## config.mk

```make
export PLATFORM = sky130hd
export DESIGN_NAME = fetch_ctrl
export DESIGN_NICKNAME = d
export VERILOG_FILES = /design/src/rtl/fetch_ctrl_pkg.sv /design/src/rtl/fetch_ctrl_branch_lut.sv /design/src/rtl/fetch_ctrl.sv
export SDC_FILE = /design/constraint.sdc
export NUM_CORES = 1
export LEC_CHECK = 0
export ABC_AREA = 1
export BUFFER_PORTS_ARGS = -buffer_cell sky130_fd_sc_hd__buf_2
export CORE_UTILIZATION = 44
export DETAILED_ROUTE_END_ITERATION = 10
export HOLD_SLACK_MARGIN = 0.05
export PLACE_DENSITY = 0.7
export SKIP_LAST_GASP = 1
export SLEW_MARGIN = 15
export SYNTH_ARGS = -nofsm -noshare
export SYNTH_HDL_FRONTEND = slang
export SYNTH_HIERARCHICAL = 1
export SYNTH_SLANG_ARGS = --single-unit
```

## constraint.sdc

```tcl
create_clock -name Clk -period 3.7 [get_ports Clk]
set_input_delay 0.74 -clock Clk [delete_from_list [all_inputs] [get_ports Clk]]
set_output_delay 0.74 -clock Clk [all_outputs]
set_load 0.02 [all_outputs]
```

## src/rtl/fetch_ctrl_pkg.sv

```systemverilog
// Shared definitions for the fetch/PC control stage.
package fetch_ctrl_pkg;

  typedef enum logic [1:0] {FS_IDLE, FS_RUN, FS_DONE} fetch_state_t;

  localparam int unsigned PC_RESET = 0;

endpackage

```

## src/rtl/fetch_ctrl_branch_lut.sv

```systemverilog
// Branch target table: async clear, synchronous write, combinational read.
module branch_lut #(
  parameter int unsigned AW = 4,
  parameter int unsigned DW = 10
) (
  input  logic          clk,
  input  logic          rst_n,
  input  logic          we,
  input  logic [AW-1:0] waddr,
  input  logic [DW-1:0] wdata,
  input  logic [AW-1:0] raddr,
  output logic [DW-1:0] rdata
);

  logic [DW-1:0] mem [2**AW];

  always_ff @(posedge clk or negedge rst_n) begin
    if (!rst_n) begin
      for (int unsigned i = 0; i < 2**AW; i++) mem[i] <= '0;
    end else if (we) begin
      mem[waddr] <= wdata;
    end
  end

  // Same-cycle write and read of one entry returns the old contents.
  assign rdata = mem[raddr];

endmodule

```

## src/rtl/fetch_ctrl.sv

```systemverilog
// Program counter, branch select, start/stall/halt sequencing and RUN cycle counter.
module fetch_ctrl
  import fetch_ctrl_pkg::*;
#(
  parameter int unsigned PC_W   = 10,
  parameter int unsigned LUT_AW = 4,
  parameter int unsigned CNT_W  = 16
) (
  input  logic              Clk,
  input  logic              Reset,
  input  logic              Start,
  input  logic              BranchEn,
  input  logic [LUT_AW-1:0] Target,
  input  logic              CondFlag,
  input  logic              Halt,
  input  logic              Stall,
  input  logic              LutWe,
  input  logic [LUT_AW-1:0] LutAddr,
  input  logic [PC_W-1:0]   LutData,
  output logic [PC_W-1:0]   ProgCtr,
  output logic              Running,
  output logic              Done,
  output logic [CNT_W-1:0]  CycleCnt
);

  fetch_state_t    state;
  logic [PC_W-1:0] lut_target;

  branch_lut #(
    .AW(LUT_AW),
    .DW(PC_W)
  ) u_lut (
    .clk  (Clk),
    .rst_n(Reset),
    .we   (LutWe),
    .waddr(LutAddr),
    .wdata(LutData),
    .raddr(Target),
    .rdata(lut_target)
  );

  always_ff @(posedge Clk or negedge Reset) begin
    if (!Reset) begin
      state    <= FS_IDLE;
      ProgCtr  <= PC_W'(PC_RESET);
      CycleCnt <= '0;
      Running  <= 1'b0;
      Done     <= 1'b0;
    end else if (Start) begin
      state    <= FS_RUN;
      ProgCtr  <= PC_W'(PC_RESET);
      CycleCnt <= '0;
      Running  <= 1'b1;
      Done     <= 1'b0;
    end else begin
      case (state)
        FS_RUN: begin
          // Counts every RUN edge, including stalls and the halting edge.
          if (CycleCnt != '1) CycleCnt <= CycleCnt + CNT_W'(1);
          if (Halt) begin
            state   <= FS_DONE;
            Running <= 1'b0;
            Done    <= 1'b1;
          end else if (Stall) begin
            ProgCtr <= ProgCtr;
          end else if (BranchEn && CondFlag) begin
            ProgCtr <= lut_target;
          end else begin
            ProgCtr <= ProgCtr + PC_W'(1);
          end
        end
        default: begin
          state   <= state;
          ProgCtr <= ProgCtr;
        end
      endcase
    end
  end

endmodule
```

==> results of run 1 <==
[power by group through the flow]
| stage | Clock, mW | Combinational, mW | Sequential [mW] |
|---|---|---|---|
| 5_1_grt | 1.99 | 1.11 | 2.68 |
| 4_1_cts | 1.90 | 0.962 | 2.63 |
| 3_5_place_dp | 0 | 0.955 | 2.66 |
| 2_1_floorplan | 0 | 0.687 | 2.62 |
| 6_report | 1.88 | 0.963 | 2.63 |
| 3_3_place_gp | 0 | 0.933 | 2.65 |
[worst max-delay path: stages]
cell     delay (ns)
buf_2          0.12
inv_2          0.38
buf_4          0.39
nand2_1        0.09
nand3_1        0.10
nand3_1        0.10
nand3_1        0.15
nand2_1        0.09
nor2_1         0.11
nor2_1         0.08
nand2_1        0.07
o21ai_0        0.07
[final timing paths]
path / start / to / slack (ns) / cells past startpoint
worst max register to register: CycleCnt[0] / CycleCnt[7] / 1.71 / 10
max in group asynchronous: Reset / u_lut/mem[31] / 2.39 / 2
worst max-delay path: Target[0] / ProgCtr[9] / 1.51 / 12
worst min register to register: u_lut/mem[155] / u_lut/mem[155] / 0.49 / 2
min in group Clk: u_lut/mem[155] / u_lut/mem[155] / 0.49 / 2
worst min-delay path: Reset / u_lut/mem[106] / 0.36 / 1
[flip-flops by register name, summed over array words and instances, names as in the netlist]
name / cells
state: 1
Done: 1
CycleCnt: 16
u_lut/mem: 160
ProgCtr: 10
[layout make-up]
class	count	area share
clock buffers	21	0.04452
clock inverters	10	0.01220
inverters	168	0.05967
multi-input cells	885	0.3702
flip-flops and latches	188	0.4452
well taps	275	0.03256
repair buffers	65	0.03564
[routing by layer]
metal	vias up	global-route usage	share of wire
li1	4141	-	-
met2	323	0.3752	0.46
met4	0	0.08182	0.021
met1	3982	0.3341	0.46
met5	-	0	0
met3	41	0.03879	0.067
[cell families after synthesis]
group / Yosys count
fa+ha+maj: 2
simple gates: 690
mux: 1
xor+xnor: 4
compound gates: 188
buf+inv: 245
flops: 188
[layout by cell type, fill, tap and decap left out, types with 4 or more instances in the layout]
cell       instances
clkbuf_8           4
o21ai_2            5
nor2_2             4
dfrtp_1          188
xor2_1             4
nand3_1          154
o21ai_0           70
nand4_1            5
inv_6              4
nand2_1          467
buf_4             11
or2_2              7
buf_2             52
nor2_1            41
o21ai_1          108
inv_1            165
clkbuf_16         17
==> out/results.tsv, run 1 <==
stage	metric	value	unit
logic_synthesis	Commonest cells post-synth	467 x nand2_1, 188 x dfrtp_1, 165 x inv_1	
critical_path	WS Path Type	in -> reg	
clocking	post-CTS setup buffer count	0	
critical_path	Worst Setup Start Kind	input pin	
logic_synthesis	Synth Area in Compound Gates	0.1003	
die	Top Ports	54	
grt	gr ovfl total	0	
placement	placer congestion estimate	0.9380	
placement	dpl ws	1.159	ns
logic_synthesis	Post-synth top flop	dfrtp_1	
grt	largest net degree at the start of global routing	92	
final_layout	layout cells sized above 1	0.09125	
grt	initial antenna violation count	1	
pwr	Switching Fraction	0.3004	
clocking	Sink Count	188	
timing	final period utilization	0.5907	
grt	first-pass GRT wire length	41150	µm
timing	final max-slew violation count	0	
route	drt wl/cell	15.95	µm
flow_run	# Max-Cap Violations	0	
timing	setup slack after layout	1.514	ns
clocking	CTS tree	yes	
timing	Fin Setup TNS	0	ns
grt	vias in the first global route	7790	
logic_synthesis	Post-Syn Instances	1318	
logic_synthesis	count of flip-flops with a built-in enable after synthesis	0	
die	core area	21290	µm²
final_layout	FF+latch area	4705	µm²
grt	total track usage	0.2386	
route	final wirelength	25720	µm
placement	Post-DP Area	9968	µm²
clocking	H-tree lvl count	4	
timing	WHS	0.3645	ns
placement	DP Wirelength	17200	µm
timing	Fin. Hold Viols	0	
pwr	Total Power	5.477	mW
route	vias per cell	5.265	
logic_synthesis	post-synthesis sequential area ratio	0.4874	
final_layout	# nets final	1353	
critical_path	Worst EP required	4.01	ns
logic_synthesis	mux cell area share after synthesis	0.001037	
pwr	peak supply drop	0.3307	mV
clocking	Clock Tree Buf Depth	2	
die	Initial Util	0.4534	
route	initial DRC count	727	
logic_synthesis	most frequent cell after synthesis	nand2_1	
route	drt first pass iters	6	
clocking	hold buffer count at cts	0	
die	die area	22530	µm²
die	cell row count	53	
logic_synthesis	post-synthesis cell area	9652	µm²
final_layout	Final Core Density	0.4964	
final_layout	Finished Layout Cells	1612	
logic_synthesis	Ys Warns	6	
final_layout	final instance area	10570	µm²
critical_path	crit end category	flip-flop	
logic_synthesis	Synth Area in Adders	0.002593	
clocking	Inserted Clock Buffers	17	
pwr	power share of the sequential group	0.481	
final_layout	antenna fix cells	0	
timing	f_max	0.4575	GHz
clocking	clock root cell	clkbuf_16	
clocking	clock latency at the later pin of the worst-skew pair	0.44	ns
placement	port bufs	53	
pwr	Pint	3.832	mW
pwr	LEAKAGE	5.395	nW
route	post-route antenna net violation count	0	
die	Die Span Y	150.1	µm
logic_synthesis	Synth Area in Simple Gates	0.2978	
pwr	clock power share	0.343	
status	status	finished clean	
timing	worst-margin pin slew	0.9041	ns
pwr	Logic pwr share	0.176	
route	DR DRC count	0	
timing	RSZ-0062 raised after global routing	no	
logic_synthesis	mean post-synth cell area	7.323	µm²
final_layout	synth-to-layout area growth	9.489	%
logic_synthesis	main combinational cell family by area after synthesis	simple AND/OR/NAND/NOR gates	
logic_synthesis	Synth Area in XOR/XNOR	0.003630	
final_layout	fillers	2091	
placement	dpl cells	1581	
logic_synthesis	Synth area leaders	dfrtp_1 49%, nand2_1 18%, nand3_1 8.0%, inv_1 6.4%, o21ai_1 5.6%	
timing	Max Clock Skew	0.01270	ns
clocking	CTS resizes	0	
logic_synthesis	Post-synth ARST share	1.000	
die	chip width	150.1	µm
logic_synthesis	proportion of netlist area held by the largest area contributor	0.4874	
critical_path	Worst EP arrival	2.50	ns
route	Via Count	8487	
clocking	clock-pin slew on the worst setup and hold paths	0.07	ns
timing	final setup violation count	0	
logic_synthesis	leading area contributor after synthesis	dfrtp_1	
pwr	PwrDens	518.3	nW/µm²
hold_path	Hold Path Class	in -> async	
final_layout	area of the multi-input gates	3913	µm²
logic_synthesis	Mapped Nets	1346	
critical_path	largest fanout on the critical path	29	
timing	Final min period	2.186	ns
logic_synthesis	Synth cell types	32	
timing	Rel. slew slack	0.3956	
pwr	Sw Pwr	1.646	mW
logic_synthesis	post-synthesis register bit count	188	
(Power assumes the default switching activity.)
==> run 2, diff against run 1 <==
Settings changed: PLACE_DENSITY 0.7 to 0.72.
Clock period 3.7 ns to 1.8 ns, I/O delays scaled along.
==> out/results.tsv, run 2 (synthesized netlist as in run 1, its figures left out) <==
stage	metric	value	unit
route	DR DRC count	0	
placement	placer congestion estimate	0.8748	
critical_path	Crit path max-delay family	simple AND/OR/NAND/NOR gates	
critical_path	slowest CP cell	dfrtp_1	
route	post-route antenna net violation count	0	
die	cell row count	53	
critical_path	Worst Setup Start Kind	flip-flop	
critical_path	CP Buf/Inv Count	2	
critical_path	WS Path Type	reg -> reg	
clocking	CTS tree	yes	
timing	final max-slew violation count	0	
pwr	peak supply drop	0.6198	mV
timing	RSZ-0062 raised after global routing	no	
clocking	clock root cell	clkbuf_16	
placement	dpl cells	1617	
die	chip width	150.1	µm
final_layout	Largest regs	u_lut/mem: 160 flops, CycleCnt: 16 flops, ProgCtr: 10 flops	
final_layout	Finished Layout Cells	1649	
timing	final setup violation count	0	
critical_path	largest fanout on the critical path	17	
grt	largest net degree at the start of global routing	52	
timing	Final min period	1.608	ns
final_layout	# nets final	1390	
final_layout	fillers	2059	
timing	Fin. Hold Viols	0	
die	Die Span Y	150.1	µm
final_layout	number of flip-flops in the largest register	160	
grt	initial antenna violation count	0	
die	die area	22530	µm²
placement	dpl ws	-0.02821	ns
grt	total track usage	0.2369	
status	status	finished clean	
route	initial DRC count	685	
timing	setup slack after layout	0.1924	ns
clocking	post-CTS setup buffer count	0	
final_layout	most common cell after layout, fill and taps aside	nand2_1	
pwr	LEAKAGE	5.600	nW
final_layout	antenna fix cells	0	
clocking	clock latency at the later pin of the worst-skew pair	0.44	ns
grt	vias in the first global route	7993	
placement	DP Wirelength	17040	µm
timing	final period utilization	0.8931	
critical_path	worst-path cell chain	ha_1, inv_1, nor2_2, nand2_2, nor2_4, nand3_2, nand2_8, buf_12, nand2_2, o21ai_1	
critical_path	slowest cell delay on critical path	0.36	ns
final_layout	final instance area	10960	µm²
placement	Post-DP Area	10360	µm²
final_layout	synth-to-layout area growth	13.56	%
timing	Max Clock Skew	0.01346	ns
route	vias per cell	5.183	
timing	Rel. slew slack	0.5636	
route	Via Count	8546	
clocking	H-tree lvl count	4	
timing	worst-margin pin slew	0.6531	ns
critical_path	Worst EP arrival	1.98	ns
timing	f_max	0.6220	GHz
die	Top Ports	54	
placement	port bufs	53	
clocking	Sink Count	188	
die	core area	21290	µm²
final_layout	Top reg by flops	u_lut/mem	
route	final wirelength	24960	µm
clocking	Clock Tree Buf Depth	2	
clocking	Inserted Clock Buffers	17	
hold_path	Hold Path Class	in -> reg	
die	Initial Util	0.4534	
final_layout	commonest cells after routing, fill and taps aside	467 x nand2_1, 188 x dfrtp_1, 165 x inv_1	
pwr	PwrDens	1021	nW/µm²
final_layout	layout cells sized above 1	0.1157	
grt	first-pass GRT wire length	41360	µm
critical_path	critical path's most frequent cell	nand2_2	
critical_path	Worst EP required	2.17	ns
clocking	clock-pin slew on the worst setup and hold paths	0.08	ns
critical_path	crit end category	flip-flop	
flow_run	# Max-Cap Violations	0	
route	drt first pass iters	5	
grt	gr ovfl total	0	
route	drt wl/cell	15.14	µm
run 2: cell types whose count changed in the layout (fill, tap and decap cells not counted):
cell	delta
nand2_8	+1
clkbuf_1	-1
clkinvlp_4	+2
buf_12	+10
nand2_4	-1
dlygate4sd3_1	+1
buf_4	+26
bufinv_16	-1
clkbuf_8	-3
inv_8	+5
inv_6	-2
run 2: repair_timing:
action | CTS | global route
setup endpoints to repair | 0 | 1
hold buffers | 1 | 0
gates resized for setup | 0 | 1
endpoints found under the hold margin | 45 | 0
run 2: per-stage QoR:
step                total power, mW  hold WS, ns  setup TNS (ns)    util
floorplan                     6.797      0.06441               0       -
global placement              7.421       0.3618               0  0.4869
detailed placement            7.497       0.3610        -0.02821  0.4869
CTS                           11.24       0.1610               0  0.5145
global route                  11.83       0.1688               0  0.5149
finish                        11.19       0.1680               0  0.5149
run 2: layer usage:
layer,track usage,share of wire
met5,0,0
met4,0.08030,0.023
met3,0.03758,0.055
met1,0.3314,0.46
met2,0.3738,0.46
run 2: worst paths after layout:
check / depth (start not counted) / to / slack [ns] / start
setup / recovery: 10 / CycleCnt[13] / 0.19 / CycleCnt[0]
hold / removal: 2 / Done / 0.17 / Start
setup reg to reg: 10 / CycleCnt[13] / 0.19 / CycleCnt[0]
hold reg to reg: 2 / u_lut/mem[1] / 0.49 / u_lut/mem[1]
max in group asynchronous: 3 / CycleCnt[8] / 0.69 / Reset
min in group asynchronous: 2 / u_lut/mem[145] / 0.44 / Reset
run 2: final cells by class:
class / count / area (µm²) / area share
well taps: 275 / 344.1 / 0.03139
inverters: 168 / 630.6 / 0.05753
clock inverters: 14 / 152.6 / 0.01393
flip-flops and latches: 188 / 4705 / 0.4292
clock buffers: 17 / 425.4 / 0.03881
repair buffers: 102 / 782.0 / 0.07135
multi-input cells: 885 / 3921 / 0.3578
run 2: where the power goes:
part	internal (mW)	switching, mW
registers	5.00	0.375
clock network	1.96	1.79
logic	0.781	1.28
run 2: worst reg2reg max path, cell delays in order, from the launching register on:
cell and delay, ns:
dfrtp_1 0.36, ha_1 0.18, inv_1 0.07, nor2_2 0.17, nand2_2 0.11, nor2_4 0.10, nand3_2 0.12, nand2_8 0.16
buf_12 0.15, nand2_2 0.05, o21ai_1 0.07
==> run 3, diff against run 2 <==
Settings changed: HOLD_SLACK_MARGIN 0.05 to 0.12, PLACE_DENSITY 0.72 to 0.7.
Clock period 1.8 ns to 2 ns, I/O delays scaled along.
==> out/results.tsv, run 3 (synthesized netlist as in run 1, its figures left out) <==
stage	metric	value	unit
status	status	finished clean	
critical_path	Worst EP arrival	2.06	ns
timing	Rel. slew slack	0.5560	
critical_path	Worst Setup Start Kind	flip-flop	
final_layout	layout cells sized above 1	0.1112	
timing	final max-slew violation count	0	
pwr	Pint	6.984	mW
hold_path	Worst Hold End	Done	
final_layout	fillers	2051	
critical_path	R2R Setup Slk	0.28	ns
critical_path	WS Path Type	reg -> reg	
final_layout	final instance area	10880	µm²
timing	Max Clock Skew	0.01035	ns
route	final wirelength	25010	µm
clocking	CTS tree	yes	
timing	Final min period	1.722	ns
flow_run	# Max-Cap Violations	0	
critical_path	Worst EP required	2.34	ns
timing	Fin. Hold Viols	0	
pwr	LEAKAGE	5.561	nW
critical_path	slowest CP cell	dfrtp_1	
pwr	Sw Pwr	3.093	mW
grt	gr ovfl total	0	
route	post-route antenna net violation count	0	
die	die area	22530	µm²
placement	DP Wirelength	17150	µm
grt	vias in the first global route	8004	
pwr	clock power share	0.337	
route	drt wl/cell	15.23	µm
pwr	Switching Fraction	0.3069	
final_layout	Top reg by flops	u_lut/mem	
route	initial DRC count	723	
die	core area	21290	µm²
route	vias per cell	5.122	
critical_path	Critical R2R Launch	CycleCnt[1]	
final_layout	commonest cells after routing, fill and taps aside	467 x nand2_1, 188 x dfrtp_1, 165 x inv_1	
hold_path	Hold Path Stages	2	
clocking	Sink Count	188	
placement	dpl ws	0.1896	ns
hold_path	Hold Path Class	in -> reg	
die	cell row count	53	
placement	placer congestion estimate	0.8658	
grt	total track usage	0.2362	
pwr	peak supply drop	0.5219	mV
timing	setup slack after layout	0.2781	ns
pwr	Total Power	10.08	mW
final_layout	antenna fix cells	0	
die	Top Ports	54	
grt	first-pass GRT wire length	40900	µm
clocking	Clock Tree Buf Depth	2	
critical_path	slowest cell delay on critical path	0.41	ns
timing	worst-margin pin slew	0.6643	ns
final_layout	Final Core Density	0.5112	
timing	final setup violation count	0	
route	DR DRC count	0	
route	drt first pass iters	5	
timing	final period utilization	0.8609	
timing	RSZ-0062 raised after global routing	no	
clocking	H-tree lvl count	4	
die	Initial Util	0.4534	
final_layout	number of flip-flops in the largest register	160	
final_layout	# nets final	1382	
clocking	clock root cell	clkbuf_16	
pwr	Logic pwr share	0.183	
critical_path	largest fanout on the critical path	17	
critical_path	Crit Reg-Reg Endpoint	CycleCnt[0]	
final_layout	most common cell after layout, fill and taps aside	nand2_1	
pwr	power share of the sequential group	0.480	
critical_path	FF-to-FF path depth	10	
hold_path	hold path start	Start	
pwr	PwrDens	926.0	nW/µm²
clocking	clock-pin slew on the worst setup and hold paths	0.07	ns
die	chip width	150.1	µm
clocking	clock latency at the later pin of the worst-skew pair	0.44	ns
placement	Post-DP Area	10280	µm²
timing	f_max	0.5808	GHz
clocking	Inserted Clock Buffers	17	
route	Via Count	8411	
critical_path	crit end category	flip-flop	
grt	initial antenna violation count	0	
final_layout	Largest regs	u_lut/mem: 160 flops, CycleCnt: 16 flops, ProgCtr: 10 flops	
critical_path	worst-path cell chain	ha_1, inv_1, nor2_2, nand2_2, nor2_4, nand3_2, nand2_4, buf_12, nand2_1, o21ai_0	
timing	Fin Setup TNS	0	ns
final_layout	synth-to-layout area growth	12.74	%
grt	largest net degree at the start of global routing	58	
die	Die Span Y	150.1	µm
placement	port bufs	53	
-- run 3: changes by cell type in the layout (fill, tap and decap cells not counted) --
cell | previous run | this run
buf_12 | 11 | 9
buf_4 | 37 | 31
clkbuf_8 | 1 | 2
clkinv_2 | 0 | 2
clkinv_4 | 3 | 1
clkinv_8 | 0 | 2
clkinvlp_4 | 3 | 2
inv_6 | 2 | 4
inv_8 | 5 | 2
nand2_4 | 0 | 1
nand2_8 | 1 | 0
-- run 3: worst max path at each step --
| stage | start | end | slack, ns | cells after the start |
|---|---|---|---|---|
| 4_1_cts | CycleCnt[1] | CycleCnt[0] | 0.26 | 10 |
| 2_1_floorplan | CycleCnt[0] | CycleCnt[2] | 0.28 | 9 |
| 6_report | CycleCnt[1] | CycleCnt[0] | 0.28 | 10 |
| 5_1_grt | CycleCnt[1] | CycleCnt[0] | 0.14 | 10 |
| 3_3_place_gp | Target[1] | ProgCtr[8] | 0.21 | 11 |
| 3_5_place_dp | Target[1] | ProgCtr[8] | 0.19 | 11 |
-- run 3: layout make-up --
type / count / area [µm²] / share of cell area
repair buffers: 94 / 696.9 / 0.06404
flip-flops and latches: 188 / 4705 / 0.4323
well taps: 275 / 344.1 / 0.03162
clock buffers: 18 / 439.2 / 0.04036
multi-input cells: 885 / 3913 / 0.3595
clock inverters: 14 / 153.9 / 0.01414
inverters: 168 / 630.6 / 0.05795
-- run 3: routing by layer --
layer	routed length (µm)	GRT usage
met1	11560	0.3177
met2	11720	0.3919
met3	1367	0.03970
met4	364	0.06717
met5	0	0
-- run 3: power by group through the flow --
stage	Sequential [mW]	Clock (mW)	Combinational (mW)
floorplan	4.85	0	1.27
global placement	4.88	0	1.79
detailed placement	4.90	0	1.84
CTS	4.84	3.45	1.85
global route	4.92	3.60	2.13
finish	4.84	3.39	1.84
-- run 3: what timing repair did --
action / in CTS / in global routing
resized for setup: 0 / 0
hold buffers: 1 / 0
endpoints found under the hold margin: 52 / 0
buffers inserted: 0 / 0
-- run 3: through the flow --
| stage | cells | hold WS, ns |
|---|---|---|
| detailed placement | 1609 | 0.4125 |
| global placement | 1609 | 0.4081 |
| floorplan | 1318 | 0.1044 |
| finish | 1642 | 0.2130 |
| global route | 1642 | 0.2127 |
| CTS | 1642 | 0.2042 |
-- run 3: worst max-delay path: cells and delay by family (launching register included) --
kind / cells / cell delay [ns]
and+or+nand+nor: 6 / 0.68
DFF: 1 / 0.41
buffers and inverters: 2 / 0.24
adders and majority gates: 1 / 0.20
AOI/OAI and AO/OA: 1 / 0.08
